<file path="src/rtl/ltl_event_logger_if.sv">
// ---------------------------------------------------------------------------
// ltl_event_logger_if
//   Valid/ready event stream carrying logged LTL property events from the
//   logger to its consumer.
//
//   Parameters
//     TS_W      timestamp width; an event word is TS_W+16 bits wide
//
//   Signals
//     evt_valid  producer -> consumer : head entry available
//     evt_ready  consumer -> producer : consumer accepts the head entry
//     evt_data   producer -> consumer : {timestamp, 3'b000, flags[12:0]}
//
//   Modports
//     master  the logger (drives valid/data, samples ready)
//     slave   the consumer (samples valid/data, drives ready)
// ---------------------------------------------------------------------------
interface ltl_event_logger_if #(
  parameter int TS_W = 16
);
  logic              evt_valid;
  logic              evt_ready;
  logic [TS_W+15:0]  evt_data;

  modport master (
    output evt_valid,
    output evt_data,
    input  evt_ready
  );

  modport slave (
    input  evt_valid,
    input  evt_data,
    output evt_ready
  );
endinterface

</file>
<file path="src/rtl/ltl_event_logger.sv">
// ---------------------------------------------------------------------------
// ltl_event_logger
//   Timestamps the 13 property outputs of the cluster-6 LTL monitor and
//   queues every non-zero capture in a small FIFO for a valid/ready consumer.
//   Keeps a sticky OR of everything captured and a sticky overflow bit that
//   records dropped captures.
//
//   Parameters
//     DEPTH  FIFO entries (power of two, >= 2)
//     TS_W   timestamp width in bits
//
//   Ports
//     clk           single clock, all state on its rising edge
//     reset         asynchronous active-low reset
//     run           monitor active; timestamp advances and captures happen
//                   only while high
//     ltl_flags     bit i = property output ltl<i>c6
//     clear         synchronous clear of sticky_flags and overflow
//     evt           event stream (master modport): evt_valid, evt_ready,
//                   evt_data = {timestamp, 3'b000, flags[12:0]}
//     fifo_level    current FIFO entry count, 0..DEPTH
//     sticky_flags  OR of all captures since reset or clear
//     overflow      sticky: at least one capture was dropped
//
//   Build option
//     LTL_EVENT_EDGE_EN  when defined, only rising property flags are
//                        captured (cap = ltl_flags & ~flags_q); otherwise
//                        every cycle with any flag high is captured.
// ---------------------------------------------------------------------------
module ltl_event_logger #(
  parameter int DEPTH = 4,
  parameter int TS_W  = 16
) (
  input  logic                       clk,
  input  logic                       reset,
  input  logic                       run,
  input  logic [12:0]                ltl_flags,
  input  logic                       clear,
  ltl_event_logger_if.master         evt,
  output logic [$clog2(DEPTH):0]     fifo_level,
  output logic [12:0]                sticky_flags,
  output logic                       overflow
);

  localparam int PTR_W   = $clog2(DEPTH);
  localparam int LVL_W   = PTR_W + 1;
  localparam int ENTRY_W = TS_W + 16;
  localparam logic [LVL_W-1:0] FULL_LVL = LVL_W'(DEPTH);

  // DEPTH is a power of two, so a plain increment wraps modulo DEPTH.
  function automatic logic [PTR_W-1:0] ptr_inc(input logic [PTR_W-1:0] ptr);
    return ptr + PTR_W'(1);
  endfunction

  function automatic logic [ENTRY_W-1:0] pack_entry(
    input logic [TS_W-1:0] ts,
    input logic [12:0]     flags
  );
    return {ts, 3'b000, flags};
  endfunction

  logic [TS_W-1:0]    r_ts;
  logic [PTR_W-1:0]   r_wr_ptr;
  logic [PTR_W-1:0]   r_rd_ptr;
  logic [LVL_W-1:0]   r_level;
  logic [12:0]        r_sticky;
  logic               r_overflow;
  logic [ENTRY_W-1:0] r_mem [DEPTH];

  logic [12:0]        w_cap;
  logic               w_push_req;
  logic               w_full;
  logic               w_empty;
  logic               w_pop;
  logic               w_push;
  logic               w_drop;

  // Capture stage: what this cycle contributes to the log.
`ifdef LTL_EVENT_EDGE_EN
  logic [12:0]        r_flags_q;

  // Previous flags advance only while the monitor runs, so a flag that is
  // still high after a run=0 gap is not reported as a new rising edge.
  always_ff @(posedge clk or negedge reset) begin
    if (!reset) begin
      r_flags_q <= '0;
    end else if (run) begin
      r_flags_q <= ltl_flags;
    end
  end

  assign w_cap = run ? (ltl_flags & ~r_flags_q) : 13'd0;
`else
  assign w_cap = run ? ltl_flags : 13'd0;
`endif

  assign w_push_req = |w_cap;
  assign w_empty    = (r_level == '0);
  assign w_full     = (r_level == FULL_LVL);
  assign w_pop      = !w_empty && evt.evt_ready;
  // A pop in the same cycle frees the slot, so a full FIFO still accepts.
  assign w_push     = w_push_req && (!w_full || w_pop);
  assign w_drop     = w_push_req && w_full && !w_pop;

  // Timestamp stage: the entry pushed this cycle carries the value before
  // the increment.
  always_ff @(posedge clk or negedge reset) begin
    if (!reset) begin
      r_ts <= '0;
    end else if (run) begin
      r_ts <= r_ts + TS_W'(1);
    end
  end

  // FIFO storage stage: contents are qualified by r_level, so the array
  // itself needs no reset.
  always_ff @(posedge clk) begin
    if (w_push) begin
      r_mem[r_wr_ptr] <= pack_entry(r_ts, w_cap);
    end
  end

  always_ff @(posedge clk or negedge reset) begin
    if (!reset) begin
      r_wr_ptr <= '0;
      r_rd_ptr <= '0;
      r_level  <= '0;
    end else begin
      if (w_push) begin
        r_wr_ptr <= ptr_inc(r_wr_ptr);
      end
      if (w_pop) begin
        r_rd_ptr <= ptr_inc(r_rd_ptr);
      end
      case ({w_push, w_pop})
        2'b10:   r_level <= r_level + LVL_W'(1);
        2'b01:   r_level <= r_level - LVL_W'(1);
        default: r_level <= r_level;
      endcase
    end
  end

  // Status stage: clear restarts the sticky state from this cycle's
  // capture, and a drop in the clearing cycle still raises overflow.
  always_ff @(posedge clk or negedge reset) begin
    if (!reset) begin
      r_sticky   <= '0;
      r_overflow <= 1'b0;
    end else if (clear) begin
      r_sticky   <= w_cap;
      r_overflow <= w_drop;
    end else begin
      r_sticky   <= r_sticky | w_cap;
      r_overflow <= r_overflow | w_drop;
    end
  end

  // Output stage: data is forced to zero whenever the FIFO is empty so the
  // bus reads 0 straight out of reset regardless of stale storage.
  assign evt.evt_valid = !w_empty;
  assign evt.evt_data  = w_empty ? '0 : r_mem[r_rd_ptr];
  assign fifo_level    = r_level;
  assign sticky_flags  = r_sticky;
  assign overflow      = r_overflow;

endmodule

</file>
<file path="src/flat_wrapper.sv">
// flat-port wrapper written by rule: the top's interface ports become plain ports
module ltl_event_logger_flat 
#(
  parameter int DEPTH = 4,
  parameter int TS_W  = 16
)
  (clk, reset, run, ltl_flags, clear, fifo_level, sticky_flags, overflow, evt_evt_valid, evt_evt_data, evt_evt_ready);
  ltl_event_logger_if #(.TS_W(TS_W)) evt_i ();
  input  logic clk;
  input  logic reset;
  input  logic run;
  input  logic [12:0] ltl_flags;
  input  logic clear;
  output logic [$clog2(DEPTH):0] fifo_level;
  output logic [12:0] sticky_flags;
  output logic overflow;
  output wire logic [$bits(evt_i.evt_valid)-1:0] evt_evt_valid;
  output wire logic [$bits(evt_i.evt_data)-1:0] evt_evt_data;
  input wire logic [$bits(evt_i.evt_ready)-1:0] evt_evt_ready;
  assign evt_evt_valid = evt_i.evt_valid;
  assign evt_evt_data = evt_i.evt_data;
  assign evt_i.evt_ready = evt_evt_ready;
  ltl_event_logger #(.DEPTH(DEPTH), .TS_W(TS_W)) u_core (.clk(clk), .reset(reset), .run(run), .ltl_flags(ltl_flags), .clear(clear), .evt(evt_i), .fifo_level(fifo_level), .sticky_flags(sticky_flags), .overflow(overflow));
endmodule
</file>
<file path="config.mk">
export PLATFORM = sky130hd
export DESIGN_NAME = ltl_event_logger_flat
export DESIGN_NICKNAME = d
export VERILOG_FILES = /design/src/rtl/ltl_event_logger_if.sv /design/src/rtl/ltl_event_logger.sv /design/src/flat_wrapper.sv
export SDC_FILE = /design/constraint.sdc
export NUM_CORES = 1
export LEC_CHECK = 0
export ABC_AREA = 1
export BUFFER_PORTS_ARGS = -buffer_cell sky130_fd_sc_hd__buf_4
export CAP_MARGIN = 20
export CORE_UTILIZATION = 28
export CTS_BUF_LIST = sky130_fd_sc_hd__clkbuf_2
export DETAILED_ROUTE_END_ITERATION = 8
export PLACE_DENSITY_LB_ADDON = 0.2
export SLEW_MARGIN = 20
export SYNTH_ARGS = -nofsm -noshare
export SYNTH_HDL_FRONTEND = slang
export SYNTH_SLANG_ARGS = --single-unit
</file>
<file path="constraint.sdc">
create_clock -name clk -period 3.2 [get_ports clk]
set_input_delay 0.48 -clock clk [delete_from_list [all_inputs] [get_ports clk]]
set_output_delay 0.48 -clock clk [all_outputs]
set_load 0.01 [all_outputs]
</file>
==> results by group <==
Status
  – Status: complete, but fails checks
  – Failing checks: DRC

Clock tree
  – Clock Sinks: 153
  – Clk Latency, worst-skew pair: 0.69 ns
  – TritonCTS buffer count: 17
  – Clock transition at path regs: 0.22 ns
  – Clock Tree Buf Depth: 2
  – TritonCTS clock tree: done
  – Clock Tree Root: clkbuf_2
  – CTS H-Tree Depth: 4

Flow run
  – Max Cap Viol: 0

Critical path
  – Critical path launch point: u_core.r_rd_ptr[0]
  – Reg-to-Reg Start: u_core.fifo_level[1]
  – Worst path required time: 2.72 ns
  – FF-to-FF End: u_core.fifo_level[2]
  – Setup slack, reg-to-reg: 1.01 ns
  – Crit path DAT: 2.38 ns
  – CP startpoint kind: register
  – Reg2Reg Depth: 14
  – CP Max Fanout: 59
  – Worst setup EP type: output pin
  – Critical path endpoint: evt_evt_data[22]
  – Critical path class: register to output pin

Synth
  – Cell taking the most area after synthesis: edfxtp_1
  – Mean Syn Cell Area: 11.4 µm²
  – Seq cells post-synth: 153
  – Synth unique cells: 29
  – Synth async-reset ratio: 0.242
  – Number of synthesized flops with an enable pin: 116
  – Yosys top cell area share: 0.552
  – Ys Warns: 0
  – Primary FF master, synth: edfxtp_1
  – Cells taking the most area after synthesis: edfxtp_1, dfrtp_1, nor2_1, o21ai_0, inv_1
  – Post-Syn Instances: 555
  – Post-Syn Area: 6320 µm²
  – Sequential fraction of the synthesis area: 0.698

GRT
  – Tot GR Track Use: 0.132
  – Vias in the first global route: 4152
  – Initial antenna violation count: 1
  – GRT overflow: 0
  – First-pass GRT wire length: 22900 µm
  – Largest net degree at the start of global routing: 60

Layout
  – Commonest non-fill, non-tap cell in the layout: nor2_1
  – Fraction of layout cells with a size suffix above 1: 0.189
  – Commonest cells after routing, fill and taps aside: nor2_1, edfxtp_1, o21ai_0
  – Final nets: 663
  – Final instance area: 7550 µm²
  – Finished Layout Cells: 933
  – Layout area overhead: 19.6%

Placement
  – Placed cell areas: 7110 µm²
  – HPWL Detailed: 9140 µm
  – GPL Wtd Cong: 0.721
  – Number of port buffers: 64
  – Placed cell count: 883

Routing
  – Via count: 4141
  – Post-DRT Antenna Nets: 0
  – Drt drc: 5
  – Starting DRC count in detailed routing: 187
  – Vias per cell: 4.44
  – Wire per inst: 15.8 µm
  – Routed wire length: 14800 µm
  – First-pass DRT Iterations: 7

Pwr
  – Peak VDD IR: 0.365 mV
  – Leakage: 0.00310 µW
  – Power Total: 7170 µW
  – Cell area power density: 949 nW/µm²

STA
  – Final worst-path cycle share: 0.893
  – Tmin final: 2.86 ns
  – Final setup viols: 0
  – Slew HR: 0.581
  – Final Skew: 0.0389 ns
  – Unrepaired setup endpoints after global routing: no
  – Worst-margin pin slew: 0.628 ns
  – Endpoints failing hold: 0
  – Max-slew violations: 0
  – Worst hold slack: 0.104 ns
  – Total negative slack: 0 ns
  – FMAX: 0.350 GHz

Die
  – Starting density of the core: 0.288
  – Chip Width: 152 µm
  – Total Die Area: 23200 µm²
  – Height of the die: 152 µm
  – Core ar.: 22000 µm²
  – FP Rows: 54
  – # IOs: 68

Worst hold path
  – Worst Hold Class: primary input to register
-- routing by layer --
layer | global-route usage | share of wire
met4 | 0.0525 | 0.012
met3 | 0.0287 | 0.026
met1 | 0.163 | 0.45
met2 | 0.226 | 0.51
met5 | 0 | 0
-- through the flow --
stage,worst slack [ns],util
after floorplan,0.561,-
after global placement,0.615,0.324
after detailed placement,0.605,0.324
after CTS,0.0130,0.343
after global routing,0.0898,0.344
final,0.343,0.344
-- cell families after synthesis --
group | synth area share
other | 0.000594
AND/OR/NAND/NOR | 0.127
flip-flops | 0.698
buffers and inverters | 0.0511
AO/OA/AOI/OAI | 0.0850
XOR/XNOR | 0.0248
adder cells (fa/ha/maj) | 0.0131
-- Yosys cell counts, types with 6 or more instances --
library cell,n
nand3_1,9
clkbuf_1,14
xor2_1,11
buf_2,6
a21oi_1,30
o21ai_0,76
dfrtp_1,37
inv_1,50
nand2_1,41
nor2_1,131
edfxtp_1,116
-- final cells by class --
type / count / area [µm²]
Clock buffer: 17 / 85.1
Clock inverter: 15 / 175
Inverter: 51 / 191
Tap cell: 280 / 350
Sequential cell: 153 / 4410
Timing Repair Buffer: 91 / 734
Multi-Input combinational cell: 325 / 1600
Antenna cell: 1 / 2.50
Fill cell: 2203 / 14400
-- worst max-delay path, stage by stage, from the launching register on --
cell     delay, ns
dfrtp_4       0.65
inv_2         0.09
buf_6         0.34
o21ai_0       0.18
a21oi_1       0.25
buf_4         0.17
-- report_power, final --
group	leakage (µW)	internal (µW)	total, µW	switching [µW]
Sequential	0.00157	2930	3210	279
Clock	0.000139	435	1150	716
Combinational	0.00138	1060	2810	1740
-- state kept, by name, summed over array words and instances, names as in the netlist --
signal	cells
u_core.fifo_level	3
u_core.overflow	1
u_core.r_mem	116
u_core.r_rd_ptr	2
u_core.r_ts	16
u_core.r_wr_ptr	2
u_core.sticky_flags	13
-- worst min path at each step --
stage,from,to,slack (ns),cells after the start
after global placement,u_core.sticky_flags[6],u_core.sticky_flags[6],0.51,2
final,ltl_flags[0],u_core.sticky_flags[0],0.10,3
after CTS,clear,u_core.sticky_flags[7],0.002,2
after detailed placement,u_core.sticky_flags[6],u_core.sticky_flags[6],0.52,2
after floorplan,reset,u_core.fifo_level[0],0.18,0
after global routing,ltl_flags[0],u_core.sticky_flags[0],0.05,3
-- what timing repair did --
item	in CTS	in global routing
hold buffers	15	1
endpoints found under the hold margin	49	1
gates resized for setup	1	1
setup buffers	0	1
setup endpoints to repair	4	26
(Power assumes the default switching activity.)
